[config.mk]
export PLATFORM = sky130hd
export DESIGN_NAME = pixel_packet_framer
export DESIGN_NICKNAME = d
export VERILOG_FILES = /design/src/rtl/pixel_packet_framer.sv
export SDC_FILE = /design/constraint.sdc
export NUM_CORES = 1
export LEC_CHECK = 0
export CAP_MARGIN = 40
export CELL_PAD_IN_SITES_DETAIL_PLACEMENT = 0
export CELL_PAD_IN_SITES_GLOBAL_PLACEMENT = 1
export CORE_ASPECT_RATIO = 2
export CORE_MARGIN = 2
export CORE_UTILIZATION = 42
export CTS_CLUSTER_DIAMETER = 120
export CTS_CLUSTER_SIZE = 12
export DETAILED_ROUTE_END_ITERATION = 10
export PLACE_DENSITY = 0.79
export SYNTH_ARGS = -nofsm -noshare
export SYNTH_HDL_FRONTEND = slang
export SYNTH_SLANG_ARGS = --single-unit
[constraint.sdc]
create_clock -name tx_pixel_clk -period 18.2 [get_ports tx_pixel_clk]
set_clock_uncertainty 0.15 [all_clocks]
set_input_delay 3.64 -clock tx_pixel_clk [delete_from_list [all_inputs] [get_ports tx_pixel_clk]]
set_output_delay 3.64 -clock tx_pixel_clk [all_outputs]
set_load 0.01 [all_outputs]
[src/rtl/pixel_packet_framer.sv]
// pixel_packet_framer: frames one captured request into a byte stream packed into pixel beats,
// starting at the first pixel of the next video frame. Optional trailing CRC-16: PIXEL_CRC_EN.
module pixel_packet_framer #(
  parameter int BYTES_PER_PIX = 6,
  parameter int MAX_DLEN      = 64,
  parameter int H_ACTIVE      = 640,
  parameter int V_ACTIVE      = 480
) (
  input  logic                       tx_pixel_clk,
  input  logic                       rst_n,
  input  logic [9:0]                 x,
  input  logic [9:0]                 y,
  input  logic [MAX_DLEN*8-1:0]      data,
  input  logic [15:0]                dlen,
  input  logic [7:0]                 dtype,
  input  logic                       data_valid,
  output logic                       data_ready,
  output logic [BYTES_PER_PIX*8-1:0] pixel_value,
  output logic                       busy,
  output logic                       len_err
);

`ifdef PIXEL_CRC_EN
  localparam int TRAILER = 10;
`else
  localparam int TRAILER = 8;
`endif
  localparam int PW = (MAX_DLEN > 1) ? $clog2(MAX_DLEN) : 1;

  typedef enum logic [2:0] {IDLE, WAIT_SOF, STREAM, PAD, DONE} state_t;
  state_t state;

  logic [7:0]  dtype_p0;
  logic [15:0] dlen_p0;
  logic [7:0]  pay_p0 [MAX_DLEN];
  logic [15:0] off_p0;

  logic [BYTES_PER_PIX*8-1:0] beat;
  logic [16:0] stream_len;
  logic [16:0] pay_end;
  logic [15:0] next_off;
  logic        sof, eof, len_bad, cap, emit, last;

`ifdef PIXEL_CRC_EN
  logic [15:0] crc_p0;
  logic [15:0] crc_nxt;

  function automatic logic [15:0] crc16_byte(input logic [15:0] crc, input logic [7:0] d);
    logic [15:0] c;
    c = crc ^ {d, 8'h00};
    for (int i = 0; i < 8; i++) c = c[15] ? ((c << 1) ^ 16'h1021) : (c << 1);
    return c;
  endfunction
`endif

  assign sof        = (x == 10'd0) && (y == 10'd0);
  assign eof        = (x == 10'(H_ACTIVE - 1)) && (y == 10'(V_ACTIVE - 1));
  assign len_bad    = (dlen == 16'd0) || (dlen > 16'(MAX_DLEN));
  assign cap        = (state == IDLE) && data_valid && data_ready && !len_bad;
  assign emit       = ((state == WAIT_SOF) && sof) || (state == STREAM);
  assign stream_len = {1'b0, dlen_p0} + 17'(TRAILER);
  assign pay_end    = {1'b0, dlen_p0} + 17'd6;
  assign next_off   = off_p0 + 16'(BYTES_PER_PIX);
  assign last       = {1'b0, next_off} >= stream_len;

  // Beat assembly: map each byte lane to its stream position; CRC bytes follow every covered byte.
  always_comb begin : beat_build
    logic [16:0] pos;
    logic [7:0]  sb;
    beat = '0;
    pos  = '0;
    sb   = '0;
`ifdef PIXEL_CRC_EN
    crc_nxt = crc_p0;
`endif
    for (int b = 0; b < BYTES_PER_PIX; b++) begin
      pos = {1'b0, off_p0} + 17'(b);
      sb  = 8'h00;
      if      (pos == 17'd0)            sb = 8'hEA;
      else if (pos == 17'd1)            sb = 8'hFF;
      else if (pos == 17'd2)            sb = 8'h00;
      else if (pos == 17'd3)            sb = dtype_p0;
      else if (pos == 17'd4)            sb = dlen_p0[7:0];
      else if (pos == 17'd5)            sb = dlen_p0[15:8];
      else if (pos < pay_end)           sb = pay_p0[PW'(pos - 17'd6)];
      else if (pos == pay_end)          sb = 8'hAA;
      else if (pos == pay_end + 17'd1)  sb = 8'hDD;
`ifdef PIXEL_CRC_EN
      else if (pos == pay_end + 17'd2)  sb = crc_nxt[7:0];
      else if (pos == pay_end + 17'd3)  sb = crc_nxt[15:8];
      if (pos >= 17'd3 && pos < pay_end) crc_nxt = crc16_byte(crc_nxt, sb);
`endif
      beat[8*b +: 8] = sb;
    end
  end

  // Capture stage: request fields frozen for the whole packet.
  always_ff @(posedge tx_pixel_clk) begin
    if (cap) begin
      dtype_p0 <= dtype;
      dlen_p0  <= dlen;
      for (int i = 0; i < MAX_DLEN; i++) pay_p0[i] <= data[8*i +: 8];
    end
`ifdef PIXEL_CRC_EN
    if (cap)       crc_p0 <= 16'hFFFF;
    else if (emit) crc_p0 <= crc_nxt;
`endif
  end

  always_ff @(posedge tx_pixel_clk or negedge rst_n) begin
    if (!rst_n) begin
      state       <= IDLE;
      data_ready  <= 1'b0;
      busy        <= 1'b0;
      len_err     <= 1'b0;
      pixel_value <= '0;
      off_p0      <= '0;
    end else begin
      len_err <= 1'b0;
      case (state)
        IDLE: begin
          data_ready  <= 1'b1;
          pixel_value <= '0;
          if (data_valid && data_ready) begin
            if (len_bad) begin
              len_err <= 1'b1;
            end else begin
              state      <= WAIT_SOF;
              busy       <= 1'b1;
              data_ready <= 1'b0;
              off_p0     <= '0;
            end
          end
        end
        WAIT_SOF: begin
          pixel_value <= '0;
          if (sof) begin
            pixel_value <= beat;
            off_p0      <= next_off;
            state       <= last ? PAD : STREAM;
          end
        end
        STREAM: begin
          pixel_value <= beat;
          off_p0      <= next_off;
          if (last) state <= PAD;
        end
        PAD: begin
          pixel_value <= '0;
          if (eof) state <= DONE;
        end
        DONE: begin
          busy       <= 1'b0;
          data_ready <= 1'b1;
          state      <= IDLE;
        end
        default: state <= IDLE;
      endcase
    end
  end

endmodule
==> results of run 1 <==
cell usage in the layout, fill, tap and decap left out, types with 52 or more instances in the layout:
cell type,count
clkdlybuf4s50_1,608
dfrtp_1,66
nand3_1,60
ha_1,121
xnor2_1,64
o21ai_0,76
mux2i_1,55
mux4_2,459
nand2_1,137
edfxtp_1,536
xor2_1,52
nor2_1,102
buf_4,72
clkbuf_16,57
a21oi_1,104
cells in the mapped netlist, types with 11 or more instances:
master    number
nand4_1       34
xnor2_1       83
mux2_2        29
dfrtp_1       69
nand3_1       60
edfxtp_1     536
o211ai_1      22
a31oi_1       18
a211oi_1      11
a21o_1        27
nor2_1       102
nor2b_1       15
mux4_2       459
nor4_1        32
xor2_1        56
mux2i_1       55
o21a_1        20
o21ai_0       76
clkbuf_1     122
buf_2         21
nand2_1      137
buf_1         47
and3_1        17
nand2b_1      26
ha_1         124
or4_1         14
inv_1         40
a21oi_1      105
nor3_1        47
worst reg2reg max path: stages (launching register included):
cell and delay, ps:
edfxtp_1 750, inv_1 300, ha_1 390, xnor2_4 360
and3b_1 310, nor3b_2 600, nand2_1 440, nor3_1 770
xnor3_1 330, nor4_1 470, nand4bb_1 460, mux2_2 420
o211ai_1 150
layer usage:
layer | up-vias | routed length [um] | GRT usage [%]
met5 | - | 101 | 0
met4 | 16 | 6640 | 12.5
met3 | 292 | 12900 | 6.05
met2 | 1834 | 64800 | 46.2
met1 | 14300 | 52400 | 38.5
li1 | 11900 | - | -
report_power, final:
| group | switching [W] | total [W] | internal [W] |
|---|---|---|---|
| Combinational | 0.0000425 | 0.000150 | 0.000108 |
| Clock | 0.000519 | 0.00109 | 0.000567 |
| Sequential | 0.000000538 | 0.00151 | 0.00151 |
per-stage QoR:
step                      cells  cell area [um2]  utilization (%)
after floorplan            2606            38400                -
after global placement     4280            46000             50.5
after detailed placement   4301            46400             50.9
after CTS                  4379            47900             52.6
after global routing       4386            47900             52.6
final                      4392            48000             52.6
sequential cells by signal (all words and copies together), names as in the netlist:
name / flops
pixel_value: 48
off_p0: 15
dlen_p0: 16
data_ready: 1
len_err: 1
state: 3
pay_p0: 512
dtype_p0: 8
busy: 1
layout make-up:
cell class | instances | share of cell area, %
timing repair buffer | 696 | 14.5
sequential | 605 | 37.2
inverter | 44 | 0.355
multi-input combinational | 1764 | 41.5
clock buffer | 75 | 3.11
antenna | 13 | 0.0678
clock inverter | 3 | 0.143
tap | 1192 | 3.11
worst paths after layout:
check | start | endpoint | slack (ps) | cells past startpoint
max | dlen[2] | pay_p0[22][4] | 9810 | 10
min | pixel_value[25] | pixel_value[25] | 350 | 2
max reg2reg | dlen_p0[2] | pixel_value[22] | 12250 | 12
min reg2reg | pixel_value[25] | pixel_value[25] | 350 | 2
max in group asynchronous | rst_n | off_p0[1] | 14460 | 3
min in group asynchronous | rst_n | pixel_value[17] | 2790 | 2
kinds of logic (layout without fill, tap and decap cells):
group / count (synthesis) / in the layout / synth area share (%)
buffers and inverters: 237 / 818 / 2.41
DFF: 605 / 605 / 46.4
muxes: 543 / 543 / 29.2
adders and majority gates: 124 / 124 / 4.04
AOI/OAI and AO/OA: 393 / 393 / 6.71
and+or+nand+nor: 551 / 551 / 7.43
other: 1 / 14 / 0.00976
xor gates and xnor gates: 152 / 152 / 3.86
==> out/results.ini, run 1 <==
[layout]
regArea_um2=17800
nNetsFinal=3850
area_growth_pct=24.8
fillers=7548
multi_input_area_um2=19900
drive_above_1_share_pct=22.1

[timing]
setup_viol=0
max_freq_mhz=119
postLayoutSetupSlackWorst_ps=9810
worst_pin_slew_ps=963
timing.slew.headroom_pct=35.8
hold_slack_ps=349
tns_ps=0
slew_viol_final=0
grt_setup_unrepaired=no
fin_crit_sh_pct=46.1
finalHoldViolCount=0
period_minus_slack_ps=8390

[yosys]
ys_ff_latch=605
synth_cell_type_count=89
synthCells=2606
synth_area_leaders=edfxtp_1, mux4_2, dfrtp_1
synthesis.area_um2=38400
synth-edff-count=536
avgSynthCellArea_um2=14.7
synth.largest_area_cell=edfxtp_1
syn-num-nets=3289
yosysWarningCount=0
synthFlopType=edfxtp_1
synth_seq_area_share_pct=46.4
async_flop_share_pct=11.4
synth_top_area_share_pct=41.9

[detailed_routing]
drcViolationCount=0
vias=28300
antenna_left=0
viasPerCell=6.45
drt_wl_total_um=137000
post_drt_wl_per_cell_um=31.2
first_pass_iters=5
first_iter_violations=3299

[critical_path]
crit_required_ps=18380
cp_common_cell=buf_4
crit_arrival_ps=8570
crit_type=in -> reg
crit_family=buffers and inverters
critPathMaxFanout=66
cpMaxStageDelayCell=buf_4
crit_path_cell_trace=clkdlybuf4s50_1, or4_1, nor3_1, xor2_1, nor3_1, and3b_4, buf_4, buf_4, buf_4, buf_12
cp.buffers_inverters=5
max_stage_delay_ps=810
endpoint_kind=flip-flop
crit_path_start_kind=primary input

[placed_design]
io_buffer_count=609
post-dp-hpwl_um=104000
pre_cts_slack_ps=9120
place.gp.congestion=0.990

[clock_tree]
ctsResizeCount=0
hold_buffers=0
cts_tree=done
cts-buffers-inserted=56
clock_path_buffers=3
clkTransAtPathRegs_ps=70
clk_latency_ps=660
cts_setup_buffers=0
cts_root_buf=clkbuf_16
htree_levels=2
cts.sinks=605

[outcome]
status=complete, no violations

[global_route]
grt_pass1_wl_um=198000
antenna_found_initial=24
grt-ovfl-total=0
grt_pass1_vias=28700
grt_max_degree=139
gr-usage-all-layers_pct=29.0

[floorplan]
core.rowCount=157
die_h_um=432
io_pins=610
die-area_um2=94100
start_util_pct=42.2
die_w_um=218
coreArea_um2=91100

[pwr]
totalPowerFinal_w=0.00275
p_per_area_nw_per_um2=57.3
ir_drop_v=0.0000866
p_leak_nw=16.4

[min_path]
worstHoldPathType=reg -> reg

[job]
timing.max_cap.violations=0

Note: power is estimated with default switching activity, not from simulation.
==> run 2, diff against run 1 <==
==> constraint.sdc (replaced) <==
create_clock -name tx_pixel_clk -period 8.5 [get_ports tx_pixel_clk]
set_clock_uncertainty 0.15 [all_clocks]
set_input_delay 1.7 -clock tx_pixel_clk [delete_from_list [all_inputs] [get_ports tx_pixel_clk]]
set_output_delay 1.7 -clock tx_pixel_clk [all_outputs]
set_load 0.01 [all_outputs]
==> run 2 against run 1 <==
Hold slack gained 14 ps. Highest routed layer unchanged. Wire length up 2.1%. Critical endpoint is now pixel_value[37]. Combinational power increased by 120%. Total power up 120%. Final cell count is 0.16% lower. Largest cell class unchanged.
==> out/results.ini, run 2 (synthesized netlist as in run 1, its figures left out) <==
[placed_design]
place.gp.congestion=0.974  ; was 0.990
dp_cells=4298  ; was 4301
post-dp-hpwl_um=106000  ; was 104000 um
io_buffer_count=609  ; unchanged

[clock_tree]
cts_setup_buffers=0  ; unchanged
hold_buffers=0  ; unchanged
clock_path_buffers=3  ; unchanged
cts_root_buf=clkbuf_16  ; unchanged
cts_tree=done  ; unchanged
htree_levels=2  ; unchanged
clkTransAtPathRegs_ps=90  ; was 70 ps
cts.sinks=605  ; unchanged
cts-buffers-inserted=56  ; unchanged
ctsResizeCount=0  ; unchanged
clk_latency_ps=670  ; was 660 ps

[floorplan]
die-area_um2=94100  ; unchanged
die_h_um=432  ; unchanged
io_pins=610  ; unchanged
die_w_um=218  ; unchanged
coreArea_um2=91100  ; unchanged
start_util_pct=42.2  ; unchanged
core.rowCount=157  ; unchanged

[global_route]
grt_pass1_wl_um=200000  ; was 198000 um
gr-usage-all-layers_pct=29.6  ; was 29.0%
antenna_found_initial=21  ; was 24
grt_pass1_vias=28700  ; about the same
grt-ovfl-total=0  ; unchanged
grt_max_degree=120  ; was 139

[outcome]
status=complete, no violations  ; unchanged

[critical_path]
crit_family=simple AND/OR/NAND/NOR gates  ; was buffers and inverters
critPathMaxFanout=12  ; was 66
endpoint_kind=flip-flop  ; unchanged
critical_path.startpoint=off_p0[2]  ; was dlen[2]
crit_type=reg -> reg  ; was in -> reg
max_stage_delay_ps=900  ; was 810 ps
crit_path_start_kind=flip-flop  ; was primary input
r2r_start=off_p0[2]  ; was dlen_p0[2]
crit_required_ps=8910  ; was 18380 ps
cpMaxStageDelayCell=nor2_1  ; was buf_4
crit_arrival_ps=6140  ; was 8570 ps
cp.buffers_inverters=0  ; was 5
crit_path_cell_trace=ha_1, nand3_1, nor4_2, xnor2_1, nor4_1, nand4b_1, nor2_1, and2_0, o21ai_0, a221o_1  ; was clkdlybuf4s50_1, or4_1, nor3_1, xor2_1, nor3_1, and3b_4, buf_4, buf_4, buf_4, buf_12

[layout]
nNetsFinal=3847  ; was 3850
regArea_um2=17800  ; unchanged
final_common_cell=clkdlybuf4s50_1  ; unchanged
layout_common_cells=clkdlybuf4s50_1, edfxtp_1, mux4_2  ; unchanged
layoutNonFillerInstCount=4385  ; was 4392
largest_registers=pay_p0 (512), pixel_value (48), dlen_p0 (16)  ; unchanged
post-route-util_pct=52.6  ; about the same
fillers=7488  ; was 7548
top_register=pay_p0  ; unchanged
largest_register_ffs=512  ; unchanged
area_growth_pct=24.8  ; about the same
multi_input_area_um2=19900  ; about the same
drive_above_1_share_pct=22.0  ; was 22.1%

[detailed_routing]
viasPerCell=6.53  ; was 6.45
drt_wl_total_um=140000  ; was 137000 um
first_iter_violations=3297  ; was 3299
first_pass_iters=6  ; was 5
vias=28600  ; was 28.3k
drcViolationCount=0  ; unchanged
antenna_left=0  ; unchanged
post_drt_wl_per_cell_um=31.9  ; was 31.2 um

[timing]
grt_setup_unrepaired=no  ; unchanged
fin_crit_sh_pct=67.4
setup_viol=0  ; unchanged
slew_viol_final=0  ; unchanged
period_minus_slack_ps=5730
max_freq_mhz=175
tns_ps=0  ; unchanged
worst_pin_slew_ps=945  ; was 963 ps
timing.slew.headroom_pct=35.3  ; was 35.8%
finalHoldViolCount=0  ; unchanged

[pwr]
p_seq_share_pct=54.8  ; was 55.0%
p_int_w=0.00467  ; was 0.00219 W
ir_drop_v=0.000160  ; was 0.0000866 V
clock_power_share_pct=39.7  ; was 39.5%
pwr-share-comb_pct=5.6  ; was 5.5%
p_switching_w=0.00124  ; was 0.000562 W
p_leak_nw=16.4  ; about the same
p_per_area_nw_per_um2=123  ; was 57.3 nW/um2
netSwitchingFraction_pct=20.9  ; was 20.4%

[min_path]
worstHoldPathType=reg -> reg  ; unchanged
hold_start=pixel_value[45]  ; was pixel_value[25]

[job]
timing.max_cap.violations=0  ; unchanged

-- run 2: changes by cell type in the layout (fill, tap and decap cells not counted), moves of 2 or more --
cell / previous run / this run
buf_12: 3 / 5
buf_4: 72 / 63
buf_6: 1 / 6
diode_2: 13 / 9
-- run 2: cell type report --
type                    count  share of cell area, %
flip-flops and latches    605                   37.2
well taps                1192                   3.11
repair buffers            693                   14.5
clock buffers              74                   3.08
clock inverters             4                  0.175
inverters                  44                  0.355
diodes                      9                 0.0469
multi-input cells        1764                   41.5
-- run 2: layer usage --
metal,up-vias,part of all wire (%),GRT usage [%]
met3,317,10,5.58
met2,2003,47,47.0
met5,-,0.084,0
met1,14400,37,39.6
met4,18,5.1,12.8
li1,11900,-,-
-- run 2: metrics by stage --
step	hold WS, ps	total power (W)	worst slack, ps	area, um2
4_1_cts	368	0.00596	3010	48000
3_3_place_gp	336	0.00363	2830	46000
3_5_place_dp	349	0.00363	2930	46400
5_1_grt	384	0.00605	2590	48000
2_1_floorplan	369	0.00331	696	38400
6_report	363	0.00591	2770	48000
-- run 2: power groups by stage --
stage                     registers (W)  clock network, W    logic, W
after floorplan                 0.00330                 0  0.00000564
after global placement          0.00330                 0    0.000326
after detailed placement        0.00330                 0    0.000329
after CTS                       0.00324           0.00239    0.000331
after global routing            0.00323           0.00248    0.000342
final                           0.00324           0.00234    0.000328
-- run 2: final timing paths --
kind                                   endpoint  slack [ps]  cells after the start
worst max-delay path            pixel_value[37]        2770                     10
worst min-delay path            pixel_value[45]         360                      2
worst max register to register  pixel_value[37]        2770                     10
worst min register to register  pixel_value[45]         360                      2
max in group asynchronous             off_p0[1]        6750                      2
min in group asynchronous       pixel_value[36]         800                      1
-- run 2: worst min-delay path: cells and delay by family, from the launching register on --
| family | cells | cell delay (ps) |
|---|---|---|
| AND/OR/NAND/NOR | 1 | 70 |
| flip-flops | 1 | 340 |
| AO/OA/AOI/OAI | 1 | 70 |
